$ cat config.mk
export PLATFORM = sky130hd
export DESIGN_NAME = d_sram_like_bridge
export DESIGN_NICKNAME = d
export VERILOG_FILES = /design/src/rtl/d_sram_like_bridge_pkg.sv /design/src/rtl/d_bridge_size_dec.sv /design/src/rtl/d_sram_like_bridge.sv
export SDC_FILE = /design/constraint.sdc
export NUM_CORES = 1
export LEC_CHECK = 0
export ABC_AREA = 1
export BUFFER_PORTS_ARGS = -buffer_cell sky130_fd_sc_hd__buf_2
export CAP_MARGIN = 15
export CELL_PAD_IN_SITES_DETAIL_PLACEMENT = 0
export CELL_PAD_IN_SITES_GLOBAL_PLACEMENT = 1
export CORE_MARGIN = 3
export CORE_UTILIZATION = 33
export DETAILED_ROUTE_END_ITERATION = 12
export PLACE_DENSITY_LB_ADDON = 0.12
export SYNTH_ARGS = -nofsm -noshare
export SYNTH_HDL_FRONTEND = slang
export SYNTH_SLANG_ARGS = --single-unit
$ cat constraint.sdc
create_clock -name clk -period 2 [get_ports clk]
set_input_delay 0.1 -clock clk [delete_from_list [all_inputs] [get_ports clk]]
set_output_delay 0.1 -clock clk [all_outputs]
set_load 0.01 [all_outputs]
$ cat src/rtl/d_sram_like_bridge_pkg.sv
// Shared definitions for the sram-like bus bridges: FSM encoding, bus size codes
// and a helper that classifies legal byte-enable patterns.
package d_sram_like_bridge_pkg;

    typedef enum logic [1:0] {
        IDLE = 2'd0,
        REQ  = 2'd1,
        WAIT = 2'd2,
        DONE = 2'd3
    } bridge_state_t;

    localparam logic [1:0] SIZE_BYTE = 2'd0;
    localparam logic [1:0] SIZE_HALF = 2'd1;
    localparam logic [1:0] SIZE_WORD = 2'd2;

    // Reads (0000), single bytes, aligned halves and full words are the only shapes the core emits.
    function automatic logic wen_legal(input logic [3:0] wen);
        case (wen)
            4'b0000, 4'b0001, 4'b0010, 4'b0100, 4'b1000,
            4'b0011, 4'b1100, 4'b1111: return 1'b1;
            default:                   return 1'b0;
        endcase
    endfunction

endpackage

$ cat src/rtl/d_bridge_size_dec.sv
// Turns byte enables + CPU address into bus size and bus address; combinational.
// Kseg0/kseg1 folding to physical is compiled in with D_BRIDGE_KSEG_MAP_EN.
module d_bridge_size_dec
    import d_sram_like_bridge_pkg::*;
#(
    parameter int ADDR_W = 32
) (
    input  logic [3:0]        wen,
    input  logic [31:0]       addr,
    output logic [1:0]        size,
    output logic [ADDR_W-1:0] bus_addr
);

    logic [31:0] phys;

    always_comb begin
        phys = addr;
`ifdef D_BRIDGE_KSEG_MAP_EN
        if (addr[31:30] == 2'b10) begin
            phys = {3'b000, addr[28:0]};
        end
`else
`endif
    end

    always_comb begin
        case (wen)
            4'b0001, 4'b0010, 4'b0100, 4'b1000: size = SIZE_BYTE;
            4'b0011, 4'b1100:                   size = SIZE_HALF;
            default:                            size = SIZE_WORD;
        endcase
    end

    // Reads always fetch the whole aligned word; the core picks the lane itself.
    always_comb begin
        if (wen == 4'b0000) begin
            bus_addr = {phys[ADDR_W-1:2], 2'b00};
        end else begin
            bus_addr = phys[ADDR_W-1:0];
        end
    end

endmodule

$ cat src/rtl/d_sram_like_bridge.sv
// Purpose: single-cycle CPU data sram port -> sram-like req/addr_ok/data_ok bus; optional kseg map (D_BRIDGE_KSEG_MAP_EN).
// Latency: 3 stall cycles with a zero-wait slave (detect, REQ, WAIT), then DONE holds load data.
// Backpressure: d_stall freezes the pipeline while the bus access is outstanding; requests are never withdrawn.
module d_sram_like_bridge
    import d_sram_like_bridge_pkg::*;
#(
    parameter int ADDR_W = 32,
    parameter int CNT_W  = 32
) (
    input  logic              clk,
    input  logic              rst,
    input  logic              cpu_data_en,
    input  logic [3:0]        cpu_data_wen,
    input  logic [31:0]       cpu_data_addr,
    input  logic [31:0]       cpu_data_wdata,
    output logic [31:0]       cpu_data_rdata,
    input  logic              cpu_except,
    input  logic              cpu_longest_stall,
    output logic              d_stall,
    output logic              data_req,
    output logic              data_wr,
    output logic [1:0]        data_size,
    output logic [ADDR_W-1:0] data_addr,
    output logic [31:0]       data_wdata,
    input  logic              data_addr_ok,
    input  logic              data_data_ok,
    input  logic [31:0]       data_rdata,
    output logic [CNT_W-1:0]  stall_cycles
);

    localparam logic [CNT_W-1:0] CNT_ONE = {{(CNT_W-1){1'b0}}, 1'b1};

    bridge_state_t     state;
    logic              cancel;
    logic              accept;
    logic              flush_now;
    logic [1:0]        dec_size;
    logic [ADDR_W-1:0] dec_addr;

    d_bridge_size_dec #(
        .ADDR_W (ADDR_W)
    ) u_size_dec (
        .wen      (cpu_data_wen),
        .addr     (cpu_data_addr),
        .size     (dec_size),
        .bus_addr (dec_addr)
    );

    assign accept    = (state == IDLE) && cpu_data_en && !cpu_except;
    // A flush landing in the same cycle as data_ok must still discard the data.
    assign flush_now = cancel || cpu_except;
    assign d_stall   = accept || (state == REQ) || (state == WAIT);

    always_ff @(posedge clk) begin
        if (rst) begin
            state          <= IDLE;
            cancel         <= 1'b0;
            data_req       <= 1'b0;
            data_wr        <= 1'b0;
            data_size      <= 2'd0;
            data_addr      <= '0;
            data_wdata     <= 32'd0;
            cpu_data_rdata <= 32'd0;
            stall_cycles   <= '0;
        end else begin
            case (state)
                IDLE: begin
                    if (accept) begin
                        data_req   <= 1'b1;
                        data_wr    <= |cpu_data_wen;
                        data_size  <= dec_size;
                        data_addr  <= dec_addr;
                        data_wdata <= cpu_data_wdata;
                        cancel     <= 1'b0;
                        state      <= REQ;
                    end
                end
                REQ: begin
                    if (cpu_except) begin
                        cancel <= 1'b1;
                    end
                    if (data_addr_ok) begin
                        data_req <= 1'b0;
                        state    <= WAIT;
                    end
                end
                WAIT: begin
                    if (cpu_except) begin
                        cancel <= 1'b1;
                    end
                    if (data_data_ok) begin
                        if (!data_wr && !flush_now) begin
                            cpu_data_rdata <= data_rdata;
                        end
                        cancel <= 1'b0;
                        state  <= flush_now ? IDLE : DONE;
                    end
                end
                DONE: begin
                    if (!cpu_longest_stall) begin
                        state <= IDLE;
                    end
                end
                default: state <= IDLE;
            endcase

            if (d_stall) begin
                stall_cycles <= stall_cycles + CNT_ONE;
            end
        end
    end

    a_ok_overlap: assert property (@(posedge clk) disable iff (rst)
        !(data_addr_ok && data_data_ok));
    a_early_data: assert property (@(posedge clk) disable iff (rst)
        !((state == REQ) && data_data_ok));
    a_wen_legal:  assert property (@(posedge clk) disable iff (rst)
        accept |-> wen_legal(cpu_data_wen));

endmodule

==> results of run 1 <==
worst max-delay path by stage:
stage / depth (start not counted) / to / slack, ns / from
3_5_place_dp: 9 / stall_cycles[19] / 0.21 / state[0]
2_1_floorplan: 8 / stall_cycles[8] / 0.40 / state[0]
3_3_place_gp: 9 / stall_cycles[19] / 0.28 / state[0]
5_1_grt: 6 / cpu_data_rdata[25] / 0.04 / state[0]
6_report: 5 / d_stall / 0.16 / state[0]
4_1_cts: 5 / d_stall / 0.06 / state[0]
cell type report:
| class | count | area share, % |
|---|---|---|
| Clock inverter | 12 | 1.516 |
| Clock buffer | 18 | 5.117 |
| Multi-Input combinational cell | 522 | 28.94 |
| Timing Repair Buffer | 344 | 26.65 |
| Sequential cell | 135 | 31.49 |
| Tap cell | 216 | 3.149 |
| Inverter | 71 | 3.135 |
layer usage:
| layer | vias up | global-route usage (%) | wire, um |
|---|---|---|---|
| li1 | 3102 | - | - |
| met1 | 2598 | 24.04 | 7970 |
| met2 | 171 | 29.77 | 7978 |
| met3 | 25 | 4.959 | 1054 |
| met4 | 2 | 6.439 | 319 |
| met5 | - | 0 | 13 |
cell families (layout without fill, tap and decap cells):
kind of cell | Yosys count | after routing | synth area share [%]
AOI/OAI and AO/OA | 172 | 172 | 15.70
adders and majority gates | 7 | 7 | 1.565
buffers and inverters | 106 | 445 | 7.536
DFF | 135 | 135 | 48.30
and+or+nand+nor | 343 | 343 | 26.90
power groups by stage:
| stage | Sequential, mW | Combinational (mW) | Clock [mW] |
|---|---|---|---|
| final | 3.18 | 1.78 | 3.03 |
| after global routing | 3.22 | 2.00 | 3.25 |
| after CTS | 3.18 | 1.79 | 3.13 |
| after detailed placement | 3.24 | 1.64 | 0 |
| after global placement | 3.23 | 1.64 | 0 |
| after floorplan | 3.37 | 0.866 | 0 |
state kept, by name, summed over array words and instances, names as in the netlist:
signal	cells
cancel	1
cpu_data_rdata	32
data_addr	32
data_req	1
data_size	2
data_wdata	32
data_wr	1
stall_cycles	32
state	2
worst max-delay path: cells and delay by family, from the launching register on:
family / cells / cell delay, ns
buf+inv: 2 / 0.29
flops: 1 / 0.41
fa+ha+maj: 1 / 0.30
simple gates: 2 / 0.32
synth_stat cells, drive strengths merged (4+ instances only):
master    n  share of area [%]
nand3    31                3.3
o21ai   105                9.4
inv      71                4.8
clkbuf   22                1.5
buf      13                1.3
a21oi    61                5.5
nand2    90                6.6
nand4    10                1.1
nor2    206                 15
dfxtp   135                 48
ha        7                1.6
o21a      4               0.54
nor3      4               0.45
timing repair:
action	in CTS	in global routing
endpoints found under the setup margin	0	1
endpoints found under the hold margin	96	0
gates resized for setup	0	1
hold buffers	96	0
==> impl_metrics.ini, run 1 <==
[run_status]
status = finished clean

[layout]
fin_nets = 1205
final_cell_count_no_fill = 1318
layout-drive-gt1-share_pct = 27.86
layout_commonest_cell = buf_2
n_antenna_cell = 0
area_growth_pct = 53.38
regArea_um2 = 2703
multi_input_area_um2 = 2484
postLayoutCellArea_um2 = 8582
final_cell_mix = buf_2, nor2_1, dfxtp_1, o21ai_0, dlygate4sd3_1
finalCoreUtilization_pct = 52.88
fillCellCount = 1655

[sta]
timing.fmax_ghz = 0.5428
finalHoldWorstSlack_ns = 0.05661
layout_setup_ws_ns = 0.1576
hold_viol_final = 0
tightest_slew_ns = 0.3661
tns_ns = 0
fin_crit_ns = 1.842
grt_setup_unrepaired = no
drv_slew = 0
finalCritPeriodShare_pct = 92.12
fin_skew_ns = 0.008877
timing.slew.headroom_pct = 75.56
setup_viol = 0

[placed_design]
gp_congestion = 0.7800
placed_cell_area_um2 = 7047
io_buffers = 239
detailed_place_hpwl_um = 11920
place_ws_ns = 0.2082
dp.cells = 1192

[logic_synthesis]
synth-edff-count = 0
synth_nets = 877
synth_flop_cell = dfxtp_1
synth_sequential_area_ratio_pct = 48.30
ys_async_sr_fraction_pct = 0
netlist_area_um2 = 5595
synthCells = 763
synth-seq-cells = 135
yosysWarnings = 0
ys_types = 30
syn_area_per_cell_um2 = 7.333

[power]
irDropWorstVdd_uv = 631.0
p_sw_mw = 2.381
pwr-share-comb_pct = 22.2
power.total_mw = 7.988
leakage_nw = 3.951
p_clk_share_pct = 38.0
power_frac_seq_pct = 39.8
sw_frac_of_total_pct = 29.81
p_int_mw = 5.607
pwr_density_cell_nw_per_um2 = 930.7

[clock_tree]
clk_pin_slew_ns = 0.05
cts_setup_buffers = 0
cts_sinks = 135
insertion_delay_ns = 0.42
h-tree-depth = 4
cts_root_buffer = clkbuf_16
cts_tree = yes
numCtsBuffers = 17
clockBufferDepth = 2

[floorplan]
design.core.area_um2 = 16230
ioPinCount = 240
start_util_pct = 34.47
num_rows = 46
dieArea_um2 = 18550
die-width_um = 136.2
die_height_um = 136.2

[grt]
grt_pass1_vias = 5497
antenna_found_initial = 1
grt_usage_pct = 18.52
grt_max_degree = 68
overflow = 0
grt_pass1_wl_um = 27530

[hold_path]
min_from = cpu_data_wen[3]
hold_path_class = input port to register
whs_path_depth = 5
hold_end = data_size[0]

[critical_path]
crit_required_ns = 1.90
cp_max_fo = 19
r2r-end = stall_cycles[19]
arrival_ns = 1.74
r2r_cells = 9
path_cells = inv_1, ha_1, nor2_4, nand2_8, buf_2
crit_slowest_cell = dfxtp_1
slowest_delay_ns = 0.41
cp-end-kind = output port
worstReg2RegStart = state[0]
crit_type = register to output port
reg2reg_slack_ns = 0.22
startpoint_type = register

[routing]
wirelength_um = 17340
vias = 5898
via_per_inst = 4.475
drc = 0
postRouteAntennaNets = 0
drt_iter0_markers = 250
first_pass_iters = 4
wl_per_cell_um = 13.15

[run]
cap_violations = 0
Power figures use the tool's default switching activity.
==> inputs of run 2 (changes only) <==
--- a/config.mk
+++ b/config.mk
@@ -8,10 +8,8 @@
 export ABC_AREA = 1
 export BUFFER_PORTS_ARGS = -buffer_cell sky130_fd_sc_hd__buf_2
 export CAP_MARGIN = 15
-export CELL_PAD_IN_SITES_DETAIL_PLACEMENT = 0
-export CELL_PAD_IN_SITES_GLOBAL_PLACEMENT = 1
 export CORE_MARGIN = 3
-export CORE_UTILIZATION = 33
+export CORE_UTILIZATION = 48
 export DETAILED_ROUTE_END_ITERATION = 12
 export PLACE_DENSITY_LB_ADDON = 0.12
 export SYNTH_ARGS = -nofsm -noshare
==> run 2 against run 1 <==
Compared with the run above: first-iteration DRC count is 150% higher; utilization is 23 points higher; total power is 0.52% higher; clock skew is 0.0013 ns lower; count of clock-buffer cells in the layout is 6 higher; setup slack better by 0.011 ns; critical path depth stayed put; die area is 30% lower; critical endpoint unchanged; largest cell class unchanged; highest routed layer is now met4.
==> impl_metrics.ini, run 2 (synthesized netlist as in run 1, its figures left out) <==
[sta]
fin_crit_ns = 1.832
drv_slew = 0
timing.slew.headroom_pct = 63.47
finalHoldWorstSlack_ns = 0.01158
tns_ns = 0
timing.fmax_ghz = 0.5459
layout_setup_ws_ns = 0.1682
tightest_slew_ns = 0.5480
hold_viol_final = 0
grt_setup_unrepaired = no
finalCritPeriodShare_pct = 91.59
setup_viol = 0
fin_skew_ns = 0.007616

[floorplan]
die-width_um = 114.0
num_rows = 38
die_height_um = 114.0
design.core.area_um2 = 11130
dieArea_um2 = 12990
ioPinCount = 240
start_util_pct = 50.29

[placed_design]
io_buffers = 239
detailed_place_hpwl_um = 10480
place_ws_ns = 0.2271
placed_cell_area_um2 = 6919
dp.cells = 1115
gp_congestion = 0.7892

[critical_path]
crit_type = register to output port
cp_max_fo = 19
r2r-end = cancel
worstReg2RegStart = state[0]
arrival_ns = 1.73
startpoint_type = register
crit_required_ns = 1.90
r2r_cells = 7
reg2reg_slack_ns = 0.21
cp-end-kind = output port

[hold_path]
hold_path_class = input port to register
whs_path_depth = 3
hold_end = cpu_data_rdata[20]
min_from = data_rdata[20]

[layout]
fillCellCount = 823
n_antenna_cell = 0
layout_commonest_cell = buf_2
final_cell_count_no_fill = 1242
finalCoreUtilization_pct = 75.98
area_growth_pct = 51.07
fin_nets = 1203
layout-drive-gt1-share_pct = 27.59
final_cell_mix = buf_2, nor2_1, dfxtp_1, o21ai_0, dlygate4sd3_1
postLayoutCellArea_um2 = 8453

[power]
p_clk_share_pct = 37.7
p_int_mw = 5.672
power.total_mw = 8.029
pwr_density_cell_nw_per_um2 = 949.8
p_sw_mw = 2.357
power_frac_seq_pct = 39.8
pwr-share-comb_pct = 22.5
leakage_nw = 3.937
irDropWorstVdd_uv = 657.6
sw_frac_of_total_pct = 29.35

[run]
cap_violations = 0

[routing]
drc = 0
via_per_inst = 5.017
wirelength_um = 18050
first_pass_iters = 5
wl_per_cell_um = 14.53
vias = 6231
drt_iter0_markers = 621
postRouteAntennaNets = 0

[clock_tree]
clk_pin_slew_ns = 0.05
h-tree-depth = 4
cts_tree = yes
insertion_delay_ns = 0.42
cts_sinks = 135
cts_setup_buffers = 0
cts_root_buffer = clkbuf_16
numCtsBuffers = 17
clockBufferDepth = 2

[grt]
grt_pass1_wl_um = 28900
grt_max_degree = 65
grt_pass1_vias = 5881
overflow = 0
grt_usage_pct = 27.86
antenna_found_initial = 0

[run_status]
status = finished clean
-- run 2: layer usage --
metal	track usage [%]	share of wire, %
met1	32.20	40
met2	46.60	49
met3	8.276	7.8
met4	14.41	3.8
met5	0	0
-- run 2: how the worst max path moves through the flow --
stage / from / to / slack, ns / depth (start not counted)
2_1_floorplan: state[0] / stall_cycles[8] / 0.40 / 8
3_3_place_gp: state[0] / cancel / 0.25 / 7
3_5_place_dp: state[0] / cancel / 0.23 / 7
4_1_cts: state[0] / d_stall / 0.08 / 5
5_1_grt: state[0] / cancel / 0.01 / 7
6_report: state[0] / d_stall / 0.17 / 5
-- run 2: area by class of cell --
type | instances | area, um^2 | area share, %
Sequential cell | 135 | 2703 | 31.97
Multi-Input combinational cell | 522 | 2484 | 29.38
Timing Repair Buffer | 342 | 2245 | 26.55
Clock buffer | 24 | 481.7 | 5.699
Inverter | 71 | 269.0 | 3.182
Tap cell | 140 | 175.2 | 2.072
Clock inverter | 8 | 96.34 | 1.140
-- run 2: worst max-delay path, cell delays in order, from the launching register on --
cell and delay, ns:
dfxtp_1 0.40, inv_1 0.12, ha_1 0.30, nor2_4 0.19, nand2_8 0.13, buf_2 0.17
-- run 2: repair_timing --
item / in CTS / in global routing
hold endpoints to repair: 95 / 0
hold buffers: 95 / 0
gates resized for setup: 0 / 1
setup endpoints to repair: 0 / 1
-- run 2: power by group through the flow --
| stage | Sequential [mW] | Combinational (mW) | Clock, mW |
|---|---|---|---|
| 2_1_floorplan | 3.37 | 0.866 | 0 |
| 3_3_place_gp | 3.22 | 1.59 | 0 |
| 3_5_place_dp | 3.23 | 1.60 | 0 |
| 4_1_cts | 3.18 | 1.75 | 3.07 |
| 5_1_grt | 3.23 | 2.00 | 3.20 |
| 6_report | 3.19 | 1.81 | 3.03 |
==> inputs of run 3 (changes only) <==
--- a/config.mk
+++ b/config.mk
@@ -10,8 +10,10 @@
 export CAP_MARGIN = 15
 export CORE_MARGIN = 3
 export CORE_UTILIZATION = 48
+export CTS_BUF_LIST = sky130_fd_sc_hd__clkbuf_16
 export DETAILED_ROUTE_END_ITERATION = 12
 export PLACE_DENSITY_LB_ADDON = 0.12
+export SKIP_LAST_GASP = 1
 export SYNTH_ARGS = -nofsm -noshare
 export SYNTH_HDL_FRONTEND = slang
 export SYNTH_SLANG_ARGS = --single-unit
==> run 3 against run 2 <==
Compared with the run above: critical endpoint unchanged; via count fell by 1.1%; setup slack better by 0.0090 ns; largest power group unchanged; design area fell by 0.36%; first-iteration DRC count shrank 7.1%.
==> impl_metrics.ini, run 3 (synthesized netlist as in run 1, its figures left out) <==
[run_status]
status = finished clean

[critical_path]
cp-end-kind = output port
crit_slowest_cell = dfxtp_1
arrival_ns = 1.72
path_delay_family = flip-flops
worstSetupPathDepth = 5
crit_type = register to output port
cp_max_fo = 19
startpoint_type = register
r2r_cells = 7
critPathBufInv = 2
crit_required_ns = 1.90
path_cells = inv_1, ha_1, nor2_4, nand2_8, buf_2
slowest_delay_ns = 0.40

[floorplan]
ioPinCount = 240
start_util_pct = 50.29
dieArea_um2 = 12990
die_height_um = 114.0
num_rows = 38
die-width_um = 114.0
design.core.area_um2 = 11130

[routing]
vias = 6162
via_per_inst = 4.961
first_pass_iters = 5
drt_iter0_markers = 577
wl_per_cell_um = 14.43
wirelength_um = 17920
postRouteAntennaNets = 0
drc = 0

[layout]
area_growth_pct = 50.54
regArea_um2 = 2703
postLayoutCellArea_um2 = 8423
multi_input_area_um2 = 2484
n_antenna_cell = 0
fin_nets = 1203
layout-drive-gt1-share_pct = 27.31
finalCoreUtilization_pct = 75.71
layout_commonest_cell = buf_2
final_cell_mix = buf_2, nor2_1, dfxtp_1, o21ai_0, dlygate4sd3_1
fillCellCount = 829

[sta]
timing.fmax_ghz = 0.5486
finalHoldWorstSlack_ns = 0.01478
grt_setup_unrepaired = no
tightest_slew_ns = 0.5434
fin_skew_ns = 0.004690
timing.slew.headroom_pct = 63.77
finalCritPeriodShare_pct = 91.14
drv_slew = 0
fin_crit_ns = 1.823
setup_viol = 0
layout_setup_ws_ns = 0.1772
tns_ns = 0
hold_viol_final = 0

[placed_design]
place_ws_ns = 0.2271
gp_congestion = 0.7892
detailed_place_hpwl_um = 10480
io_buffers = 239
placed_cell_area_um2 = 6919

[grt]
grt_pass1_vias = 5888
grt_usage_pct = 27.71
grt_max_degree = 65
antenna_found_initial = 0
overflow = 0
grt_pass1_wl_um = 28780

[hold_path]
hold_path_class = input port to register
whs_path_depth = 3

[clock_tree]
h-tree-depth = 4
cts_tree = yes
cts_sinks = 135
cts_root_buffer = clkbuf_16
clk_pin_slew_ns = 0.05
clockBufferDepth = 2
numCtsBuffers = 17
insertion_delay_ns = 0.41

[run]
cap_violations = 0

[power]
leakage_nw = 3.936
pwr_density_cell_nw_per_um2 = 934.9
irDropWorstVdd_uv = 705.0
-- run 3: cell types whose count changed in the layout (fill, tap and decap cells not counted), sizes merged --
cell	delta
inv	+4
clkinv	+3
clkbuf	-7
-- run 3: routing by layer --
layer	track usage (%)	part of all wire [%]	up-vias
met4	13.86	4.1	0
met2	46.02	48	227
met1	31.93	40	2774
li1	-	-	3101
met5	0	0	-
met3	9.125	7.5	60
-- run 3: final timing paths --
check	slack, ns	end	startpoint
setup / recovery	0.18	d_stall	state[0]
hold reg to reg	0.44	cpu_data_rdata[18]	cpu_data_rdata[18]
hold / removal	0.01	cpu_data_rdata[20]	data_rdata[20]
setup reg to reg	0.21	cancel	state[0]
-- run 3: area by class of cell --
type                    count  share of cell area, %
inverters                  71                  3.194
repair buffers            342                  26.65
multi-input cells         522                  29.49
well taps                 140                  2.080
clock buffers              17                  5.051
clock inverters            15                  1.456
flip-flops and latches    135                  32.09
-- run 3: power breakdown --
group,internal (mW),switching (mW)
logic,0.739,1.06
registers,3.01,0.184
clock network,1.79,1.09
total,5.54,2.34
-- run 3: per-stage QoR --
step                      total power, mW  cells
after floorplan                     4.234    763
after global placement              4.812   1115
after detailed placement            4.830   1115
after CTS                           7.864   1242
after global routing                8.287   1242
final                               7.874   1242
-- run 3: worst register-to-register path, cell delays in order (launching register included) --
cell and delay (ns):
dfxtp_1 0.40, inv_1 0.12, ha_1 0.28, nand3_4 0.15, buf_4 0.37, a21oi_1 0.13
o21ai_0 0.17, a21oi_1 0.05
-- run 3: timing repair --
action                     in CTS  in global routing
setup endpoints to repair       0                  1
buffers inserted                0                  0
gates resized for setup         0                  1
hold endpoints to repair       95                  0
hold buffers                   95                  0
